<file path="config.mk">
export PLATFORM = sky130hd
export DESIGN_NAME = fetch_queue_flat
export DESIGN_NICKNAME = d
export VERILOG_FILES = /design/src/rtl/fetch_queue_pkg.sv /design/src/rtl/fetch_queue_if.sv /design/src/rtl/fetch_queue.sv /design/src/flat_wrapper.sv
export SDC_FILE = /design/constraint.sdc
export NUM_CORES = 1
export LEC_CHECK = 0
export ABC_CLOCK_PERIOD_IN_PS = 4700
export CAP_MARGIN = 10
export CORE_MARGIN = 2
export CORE_UTILIZATION = 45
export DETAILED_ROUTE_END_ITERATION = 6
export GPL_ROUTABILITY_DRIVEN = 0
export PLACE_DENSITY = 0.73
export SKIP_LAST_GASP = 1
export SLEW_MARGIN = 20
export SYNTH_ARGS = -nofsm -noshare
export SYNTH_HDL_FRONTEND = slang
export SYNTH_SLANG_ARGS = --single-unit
export TNS_END_PERCENT = 100
</file>
<file path="constraint.sdc">
create_clock -name clk -period 4.7 [get_ports clk]
set_input_delay 0.47 -clock clk [delete_from_list [all_inputs] [get_ports clk]]
set_output_delay 0.47 -clock clk [all_outputs]
set_load 0.01 [all_outputs]
</file>
<file path="src/rtl/fetch_queue_pkg.sv">
// Shared fetch/decode types and the default fetch queue sizing.
// Fetch and decode both import this so their queue depth assumptions agree.
package fetch_queue_pkg;

    localparam int unsigned FETCH_XLEN        = 32;
    localparam int unsigned FETCH_QUEUE_DEPTH = 4;

    typedef logic [FETCH_XLEN-1:0] Addr;
    typedef logic [31:0]           Inst;

    typedef struct packed {
        Addr pc;
        Inst inst;
    } FetchEntry;

endpackage

</file>
<file path="src/rtl/fetch_queue_if.sv">
// Handshake bundle between the fetch response path, the fetch queue and decode.
// The slave modport is the queue; the master modport is the surrounding pipeline.
interface fetch_queue_if
    import fetch_queue_pkg::*;
#(
    parameter int unsigned DEPTH = FETCH_QUEUE_DEPTH,
    parameter int unsigned XLEN  = FETCH_XLEN
);

    logic                       flush;
    logic                       in_valid;
    logic                       in_ready;
    logic [XLEN-1:0]            in_pc;
    logic [XLEN-1:0]            in_inst;
    logic                       out_valid;
    logic                       out_ready;
    logic [XLEN-1:0]            out_pc;
    logic [XLEN-1:0]            out_inst;
    logic [$clog2(DEPTH):0]     count;

    modport slave (
        input  flush,
        input  in_valid,
        output in_ready,
        input  in_pc,
        input  in_inst,
        output out_valid,
        input  out_ready,
        output out_pc,
        output out_inst,
        output count
    );

    modport master (
        output flush,
        output in_valid,
        input  in_ready,
        output in_pc,
        output in_inst,
        input  out_valid,
        output out_ready,
        input  out_pc,
        input  out_inst,
        input  count
    );

endinterface

</file>
<file path="src/rtl/fetch_queue.sv">
// In-order instruction fetch queue: circular buffer of (pc, inst) pairs with flush.
// Define FETCH_QUEUE_BYPASS_EN to present input combinationally when the queue is empty.
module fetch_queue
    import fetch_queue_pkg::*;
#(
    parameter int unsigned DEPTH = FETCH_QUEUE_DEPTH,
    parameter int unsigned XLEN  = FETCH_XLEN
) (
    input  logic         clk,
    input  logic         reset,
    fetch_queue_if.slave bus
);

    localparam int unsigned PTR_W = $clog2(DEPTH);
    localparam int unsigned CNT_W = PTR_W + 1;
    localparam logic [CNT_W-1:0] FULL = CNT_W'(DEPTH);

    typedef struct packed {
        logic [XLEN-1:0] pc;
        logic [XLEN-1:0] inst;
    } entry_t;

    entry_t             mem_q [DEPTH];
    logic [PTR_W-1:0]   wr_ptr_q, wr_ptr_d;
    logic [PTR_W-1:0]   rd_ptr_q, rd_ptr_d;
    logic [CNT_W-1:0]   count_q, count_d;

    logic               empty;
    logic               bypass;
    logic               push;
    logic               pop;
    entry_t             head;

    assign empty = (count_q == '0);

`ifdef FETCH_QUEUE_BYPASS_EN
    assign bypass = empty && bus.in_valid && !bus.flush;
`else
    assign bypass = 1'b0;
`endif

    // A bypassed pair that decode takes this cycle never touches storage.
    assign push = bus.in_valid && (count_q != FULL) && !bus.flush
                  && !(bypass && bus.out_ready);
    assign pop  = !empty && bus.out_ready && !bus.flush;

    always_comb begin
        head = '0;
        if (bypass) begin
            head.pc   = bus.in_pc;
            head.inst = bus.in_inst;
        end else if (!empty) begin
            head = mem_q[rd_ptr_q];
        end
    end

    assign bus.in_ready  = (count_q != FULL);
    assign bus.out_valid = !empty || bypass;
    assign bus.out_pc    = head.pc;
    assign bus.out_inst  = head.inst;
    assign bus.count     = count_q;

    always_comb begin
        wr_ptr_d = wr_ptr_q;
        rd_ptr_d = rd_ptr_q;
        count_d  = count_q;
        if (bus.flush) begin
            wr_ptr_d = '0;
            rd_ptr_d = '0;
            count_d  = '0;
        end else begin
            if (push) begin
                wr_ptr_d = wr_ptr_q + PTR_W'(1);
            end
            if (pop) begin
                rd_ptr_d = rd_ptr_q + PTR_W'(1);
            end
            case ({push, pop})
                2'b10:   count_d = count_q + CNT_W'(1);
                2'b01:   count_d = count_q - CNT_W'(1);
                default: count_d = count_q;
            endcase
        end
    end

    always_ff @(posedge clk or posedge reset) begin
        if (reset) begin
            wr_ptr_q <= '0;
            rd_ptr_q <= '0;
            count_q  <= '0;
        end else begin
            wr_ptr_q <= wr_ptr_d;
            rd_ptr_q <= rd_ptr_d;
            count_q  <= count_d;
        end
    end

    // Storage is deliberately left unreset; only pointers and count define validity.
    always_ff @(posedge clk) begin
        if (push) begin
            mem_q[wr_ptr_q] <= '{pc: bus.in_pc, inst: bus.in_inst};
        end
    end

endmodule

</file>
<file path="src/flat_wrapper.sv">
// flat-port wrapper written by rule: the top's interface ports become plain ports
module fetch_queue_flat import fetch_queue_pkg::*;
#(
    parameter int unsigned DEPTH = FETCH_QUEUE_DEPTH,
    parameter int unsigned XLEN  = FETCH_XLEN
)
  (clk, reset, bus_flush, bus_in_valid, bus_in_ready, bus_in_pc, bus_in_inst, bus_out_valid, bus_out_ready, bus_out_pc, bus_out_inst, bus_count);
  fetch_queue_if #(.DEPTH(DEPTH), .XLEN(XLEN)) bus_i ();
  input  logic clk;
  input  logic reset;
  input wire logic [$bits(bus_i.flush)-1:0] bus_flush;
  input wire logic [$bits(bus_i.in_valid)-1:0] bus_in_valid;
  output wire logic [$bits(bus_i.in_ready)-1:0] bus_in_ready;
  input wire logic [$bits(bus_i.in_pc)-1:0] bus_in_pc;
  input wire logic [$bits(bus_i.in_inst)-1:0] bus_in_inst;
  output wire logic [$bits(bus_i.out_valid)-1:0] bus_out_valid;
  input wire logic [$bits(bus_i.out_ready)-1:0] bus_out_ready;
  output wire logic [$bits(bus_i.out_pc)-1:0] bus_out_pc;
  output wire logic [$bits(bus_i.out_inst)-1:0] bus_out_inst;
  output wire logic [$bits(bus_i.count)-1:0] bus_count;
  assign bus_i.flush = bus_flush;
  assign bus_i.in_valid = bus_in_valid;
  assign bus_in_ready = bus_i.in_ready;
  assign bus_i.in_pc = bus_in_pc;
  assign bus_i.in_inst = bus_in_inst;
  assign bus_out_valid = bus_i.out_valid;
  assign bus_i.out_ready = bus_out_ready;
  assign bus_out_pc = bus_i.out_pc;
  assign bus_out_inst = bus_i.out_inst;
  assign bus_count = bus_i.count;
  fetch_queue #(.DEPTH(DEPTH), .XLEN(XLEN)) u_core (.clk(clk), .reset(reset), .bus(bus_i));
endmodule
</file>
# Word-level counts from Yosys, hierarchy flattened

Memories as Yosys holds them, arrays and structs flattened.
Cells that the tools add are included.

Flip-flop bits (word level): 7
RAM bits: 256
Input port bits: 69
Output and inout bits: 69
Logic and storage cells: 30
Memories: 1

Add/subtract/negate cells: 4
Equal/unequal tests: 3
Mux-type cells: 9
Reduce and logical (&&, ||, !) cells: 10

Memory list:

| memory       | depth | bits a word | read ports | clocked after memory_dff | write ports | RTL line          | RTL |
|---|---|---|---|---|---|---|---|
| u_core.mem_q | 4     | 64          | 1          | 0                        | 1           | fetch_queue.sv:23 | `entry_t mem_q [DEPTH];` |

Operators by type and width:

| kind                  | count |
|---|---|
| $mux W64              | 1 |
| $mux W2               | 4 |
| $pmux W3 S2           | 1 |
| $add A2 B1 Y2 const B | 2 |
| $logic_and A1 B1 Y1   | 4 |
| $reduce_bool A2 Y1    | 2 |
| $add A3 B1 Y3 const B | 1 |
| $logic_not A3 Y1      | 1 |
| $mux W3               | 1 |
| $ne A3 B3 Y1 const B  | 1 |
| $reduce_bool A3 Y1    | 1 |
| $sub A3 B1 Y3 const B | 1 |
| $eq A2 B1 Y1 const B  | 1 |
| $eq A2 B2 Y1 const B  | 1 |
| $logic_not A1 Y1      | 2 |
| $mux W1               | 2 |

# Longest topological paths before layout

Word-level depth: 7
Mapped depth: 7
Gate-level depth less buffers: 6

# Worst setup path after synthesis

OpenSTA, ideal clock, no wires.

Path kind: reg-to-reg
Start: register u_core.count_q[0], in the netlist u_core.bus.count[0]
End: memory u_core.mem_q[0][0] (netlist name), enable pin
Setup time: 0.429 ns
Data arrival time: 2.629 ns
Required time: 4.271 ns
Slack: 1.643 ns
Stages on the path, launching flop included: 5
Buffers on the path: 1
Period minus slack after synthesis: 3.057 ns
Cell sequence: dfrtp_1 -> clkbuf_1 -> nor3b_2 -> nor3_1 -> and2_1

Cells in the longest elaborated chain, start to end: 5

RTL lines:

| element                           | RTL line           | RTL |
|---|---|---|
| from (decl)                       | fetch_queue.sv:26  | `logic [CNT_W-1:0] count_q, count_d;` |
| from (signal assigned)            | fetch_queue.sv:94  | `count_q <= count_d;` |
| $ne A3 B3 Y1                      | fetch_queue.sv:43  | `assign push = bus.in_valid && (count_q != FULL) && !bus.flush` |
| $logic_and A1 B1 Y1 (2 in series) | fetch_queue.sv:43  |  |
| $mux W1                           | fetch_queue.sv:100 | `if (push) begin` |
| $mux W1 (implied by the code)     | fetch_queue.sv:101 | `mem_q[wr_ptr_q] <= '{pc: bus.in_pc, inst: bus.in_inst};` |
| to (decl)                         | fetch_queue.sv:23  |  |

Every way passes these cells.

# Worst setup path in the final report

Start: register u_core.rd_ptr_q[0]
End: output bus_out_pc[6]

Cells in the longest elaborated chain, start to end: 2

RTL lines:

| element                | RTL line           | RTL |
|---|---|---|
| from (decl)            | fetch_queue.sv:25  | `logic [PTR_W-1:0] rd_ptr_q, rd_ptr_d;` |
| from (signal assigned) | fetch_queue.sv:93  | `rd_ptr_q <= rd_ptr_d;` |
| $mem_v2 Z4 W64         | n/a                |  |
| $mux W64               | fetch_queue.sv:52  | `end else if (!empty) begin` |
| to (decl)              | flat_wrapper.sv:18 | `output wire logic [$bits(bus_i.out_pc)-1:0] bus_out_pc;` |

Every way passes these cells.

==> flow_metrics.py <==
metrics = {
    "timing": {
        "tns_ns": 0,
        "period_needed_ns": 3.42,
        "worst_pin_slew_ns": 1.01,
        "finClkSkew_ns": 0.0151,
        "worst_slack_ns": 1.28,
        "min_period_over_period_pct": 72.8,
        "slew_headroom_pct": 32.5,
        "drv_slew": 0,
        "final_hold_viol_count": 0,
        "rsz0062_at_grt": "no",
        "fmax_ghz": 0.292,
        "fin_hold_ws_ns": 0.200,
        "setup_viol": 0,
    },
    "placement": {
        "dp_hpwl_um": 10300,
        "place_ws_ns": 1.53,
        "placedCellCount": 868,
        "placed_area_sq_mm": 0.0119,
        "portBuffers": 137,
    },
    "synthesis": {
        "syn_avg_cell_area_sq_um": 21.7,
        "synth_area_sq_mm": 0.0102,
        "postSynthCellCount": 471,
        "synth_edf_count": 256,
        "ys.warnings.count": 0,
        "synth-seq-area-share_pct": 76.8,
        "ys_seq_elements": 263,
        "synth_ff_type": "edfxtp_1",
        "synthArstFlopShare_pct": 2.66,
        "yosysUniqueCellTypes": 32,
        "synth_nets": 545,
    },
    "floorplanning": {
        "initial_core_util_pct": 45.5,
        "rows": 55,
        "die-height_um": 155,
        "fp.dieArea_sq_mm": 0.0240,
        "coreArea_sq_mm": 0.0225,
        "num_io_pins": 138,
        "die_x_um": 155,
    },
    "clock_tree": {
        "clock-root-buffer": "clkbuf_16",
        "hold_buffers": 0,
        "cts_resized": 0,
        "cts_buffers": 26,
        "worstSkewPairLatency_ns": 0.52,
        "clock_path_buffers": 3,
        "cts_setup_buffers": 0,
        "clkTransAtPathRegs_ns": 0.06,
        "htreeDepth": 1,
        "cts_tree": "yes",
        "cts_sinks": 263,
    },
    "layout": {
        "final_common_cell": "edfxtp_1",
        "fin_util_pct": 56.5,
        "drive_gt1_share_pct": 17.6,
        "fin_nets": 685,
        "final_cell_mix": "edfxtp_1, clkdlybuf4s50_1, mux4_2, and2_1, clkbuf_16",
        "finalNonFillerCells": 915,
        "diodes": 0,
        "fin_area_sq_mm": 0.0127,
        "areaGrowthSynthToFinish_pct": 24.3,
    },
    "route": {
        "num_vias": 4869,
        "wl_um": 18300,
        "viasPerCell": 5.32,
        "drtIter0Drc": 221,
        "wl_per_cell_um": 20.0,
        "firstDrtPassIters": 4,
        "drc": 0,
        "antenna_left": 0,
    },
    "critical_path": {
        "reg2reg_depth": 6,
        "crit_fanout": 37,
        "worstPathRequired_ns": 4.23,
        "slowest_stage": "dfrtp_4",
        "critical_path_class": "reg -> out",
        "critical_path.max_stage_delay_ns": 0.83,
        "endpoint_kind": "primary output",
        "crit_cells": 4,
        "cp_num_buf_inv": 2,
        "crit_chain": "buf_12, mux4_2, and2_1, clkdlybuf4s50_1",
        "crit_path_start_kind": "flop",
        "cp.arrival_ns": 2.95,
        "crit_family": "buffers and inverters",
    },
    "power_and_ir_drop": {
        "ir_worst_vdd_mv": 0.288,
        "power_mw": 5.76,
        "power.leakage_nw": 4.01,
        "p_per_area_mw_per_mm2": 452,
    },
    "global_route": {
        "grt_pass1_vias": 5345,
        "grt_first_pass_wirelength_um": 28700,
        "grt_start_max_net_pins": 66,
        "grt_usage_pct": 15.4,
        "antenna_found_initial": 0,
        "overflow": 0,
    },
    "hold_path": {
        "hold_class": "in -> async",
    },
    "run_status": {
        "status": "complete, no violations",
    },
    "run": {
        "cap_violations": 0,
    },
}
worst reg2reg max path: cells and delay by family (launching register included):
kind,cells,cell delay (ns)
compound gates,3,1.07
flops,1,0.54
fa+ha+maj,1,0.44
simple gates,2,0.38
registers in the layout, summed over array words and instances, names as in the netlist:
name and count:
u_core.mem_q 256, u_core.bus.count 3, u_core.rd_ptr_q 2, u_core.wr_ptr_q 2
layout make-up:
class	count	area (sq um)
clock inverter	10	126
multi-input combinational	176	2210
clock buffer	37	743
inverter	6	22.5
tap	285	357
sequential	263	7870
timing repair buffer	138	1390
fill	1670	9780
layer usage:
metal | global-route usage [%] | routed length, um
met1 | 20.3 | 7820
met2 | 26.5 | 9140
met3 | 3.25 | 989
met4 | 3.88 | 344
met5 | 0 | 0
power by group:
part | internal, mW | total, mW | switching [mW]
clock network | 1.26 | 2.07 | 0.809
registers | 2.66 | 2.73 | 0.0784
logic | 0.565 | 0.954 | 0.388
total | 4.48 | 5.76 | 1.28
path summary, 6_finish.rpt:
path / from / end / slack [ns]
min in group clk: bus_in_pc[9] / u_core.mem_q[1][41] / 0.59
max in group asynchronous: reset / u_core.rd_ptr_q[1] / 4.24
max: u_core.rd_ptr_q[0] / bus_out_pc[6] / 1.28
max reg2reg: u_core.bus.count[1] / u_core.bus.count[2] / 2.11
min reg2reg: u_core.wr_ptr_q[0] / u_core.wr_ptr_q[0] / 0.63
min: reset / u_core.bus.count[2] / 0.20
cell usage after synthesis, types with 2 or more instances:
cell         n  share of area [%]
nand2b_1     3               0.18
nor2_1       2              0.073
ha_1         4               0.49
buf_6        5               0.55
nand3_1      3               0.15
a2111oi_0    2               0.17
inv_1        6               0.22
a21oi_1      5               0.24
nor3_1       2              0.098
and2_1      68                4.2
mux4_2      64                 14
nand2_1      2              0.073
edfxtp_1   256                 75
xor2_1       2               0.17
o21ai_0      4               0.20
buf_2       11               0.54
nor3b_1      2               0.15
clkbuf_1    10               0.37
dfrtp_1      7                1.7
logic make-up after synthesis:
family	share of synthesized area [%]
adder cells (fa/ha/maj)	0.685
AO/OA/AOI/OAI	1.19
multiplexers	14.2
XOR/XNOR	0.257
buffers and inverters	1.67
flip-flops	76.8
AND/OR/NAND/NOR	5.17
(Power assumes the default switching activity.)
==> RTL change (config.mk and constraints unchanged) <==
`FETCH_XLEN`: 32 -> 16.
--- a/src/rtl/fetch_queue_pkg.sv
+++ b/src/rtl/fetch_queue_pkg.sv
@@ -2,7 +2,7 @@
 // Fetch and decode both import this so their queue depth assumptions agree.
 package fetch_queue_pkg;
 
-    localparam int unsigned FETCH_XLEN        = 32;
+    localparam int unsigned FETCH_XLEN        = 16;
     localparam int unsigned FETCH_QUEUE_DEPTH = 4;
 
     typedef logic [FETCH_XLEN-1:0] Addr;
Interface: changed (resized bus_in_inst, bus_in_pc, bus_out_inst and bus_out_pc); port bits go from 138 to 74. No check against the original RTL was run, so the function may have changed too.
==> RTL change against the unedited design <==
  * Final cell count down 44%
  * Non-clock buffer count fell by 63
  * Final area fell by 45%
  * Power is 43% lower
  * Core utilization rose by 1.2 points
  * Routed wire length shrank 47%
  * Worst setup slack improved by 67 ps
  * Worst hold slack improved by 100 ps
  * Die area fell by 45%
  * Largest power group unchanged
  * Clock skew down 6.5 ps
  * Area after synthesis shrank 46%
  * Sequential cell count decreased by 128
==> RTL change: results (changes against the unedited design) <==
[final_layout]
n_fill_cell=902  ; -46%
nFlopsAndLatches=135  ; -49%
nets=390  ; -43%
seq_share_pct=57.95  ; -3.9 points
clock_area_share_pct=8.799  ; +2.0 points
multi_input_area_share_pct=19.47  ; +2.1 points
multi_input_cells=112  ; -36%
non_clock_buffer_count=75  ; -46%
n_clock_buffer=18  ; -51%
largest_reg_flops=128  ; -50%
drive_above_1_share_pct=20.78  ; +3.2 points
final-nonclk-buf-share_pct=10.75  ; -0.19 points
n_all_inverters=7  ; +1
finalNonFillerCells=508  ; -44%

[synthesis]
syn-num-nets=312  ; -43%
yosys.cell_types.count=40  ; +25%
postSynthCellCount=270  ; -43%
synthTopCellsByCount=128 x edfxtp_1, 28 x mux4_2, 27 x nor2b_1
ys_top_cells_by_area=edfxtp_1 70%, mux4_2 11%, dfrtp_1 3.2%
async_flop_share_pct=5.185  ; +2.5 points
synth-edff-count=128  ; -50%
seq_area_frac_synth_pct=72.87  ; -4.0 points

[clocking]
cts_max_path_buffers=2  ; -1
cts-htree-levels=4  ; +3
insertion_delay_ps=410  ; -110 ps
clkTransAtPathRegs_ps=60  ; about the same

[power_and_ir_drop]
p_leak_nw=2.256  ; -44%
ir_worst_vdd_mv=0.2565  ; -11%
pg_clk_w=0.00135  ; -35%
combinationalPower_w=0.000534  ; -44%
p_clk_share_pct=40.8  ; +4.9 points
swShare_pct=22.65  ; +0.49 points

[outcome]
status=finished clean

[route]
dr.first_iter.drc_count=109  ; -51%
drt-pass1-iter-count=4  ; unchanged
wl_met3_um=548  ; -45%
vias=2731  ; -44%
met1_length_um=4085  ; -48%

[placement]
pre_cts_ws_ps=1704  ; +176.4 ps
dp_hpwl_um=5550  ; -46%
place_area_um2=6329  ; -47%

[timing]
whs_ps=304.2  ; +104.1 ps
clock_skew_ps=8.586  ; -6.484 ps
worst_pin_slew_ps=902.0  ; -110.6 ps
max_freq_ghz=0.2980  ; +2.0%

[global_route]
grt_use_met3_pct=5.347  ; +2.1 points
gr-usage-all-layers_pct=15.69  ; +0.26 points
grt_first_pass_wirelength_um=15020  ; -48%
grt_max_degree=34  ; -48%
grt.met1_usage_pct=19.95  ; -0.39 points
use_met2_pct=25.36  ; -1.2 points
grt_pass1_vias=2875  ; -46%

[worst_setup_path]
rr_endpoint=u_core.mem_q[0][11]
worstRegToRegCells=3  ; -3
cp-endpoint=bus_out_inst[4]
r2r_slack_ps=2300  ; +190 ps

[floorplan]
coreArea_um2=12010  ; -47%

-- RTL change: cell count changes after synthesis, moves of 2 or more --
cell / unedited run / this run
nor2b_4: 0 / 5
buf_12: 0 / 3
buf_6: 5 / 1
mux4_1: 0 / 4
clkbuf_1: 10 / 1
mux4_2: 64 / 28
edfxtp_1: 256 / 128
nor2b_1: 0 / 27
and2_1: 68 / 4
o21ai_0: 4 / 2
-- RTL change: worst max-delay path: stages (launching register included) --
cell and delay (ps):
dfrtp_2 880, buf_4 390, mux4_2 540, nor2b_1 150, clkdlybuf4s50_1 500
-- RTL change: kinds of logic after synthesis --
| group | count (synthesis) | share of synthesized area (%) |
|---|---|---|
| flip-flops | 135 | 72.87 |
| buffers and inverters | 23 | 2.836 |
| adder cells (fa/ha/maj) | 5 | 1.270 |
| AO/OA/AOI/OAI | 18 | 2.291 |
| multiplexers | 33 | 13.54 |
| XOR/XNOR | 3 | 0.4765 |
| AND/OR/NAND/NOR | 53 | 6.715 |
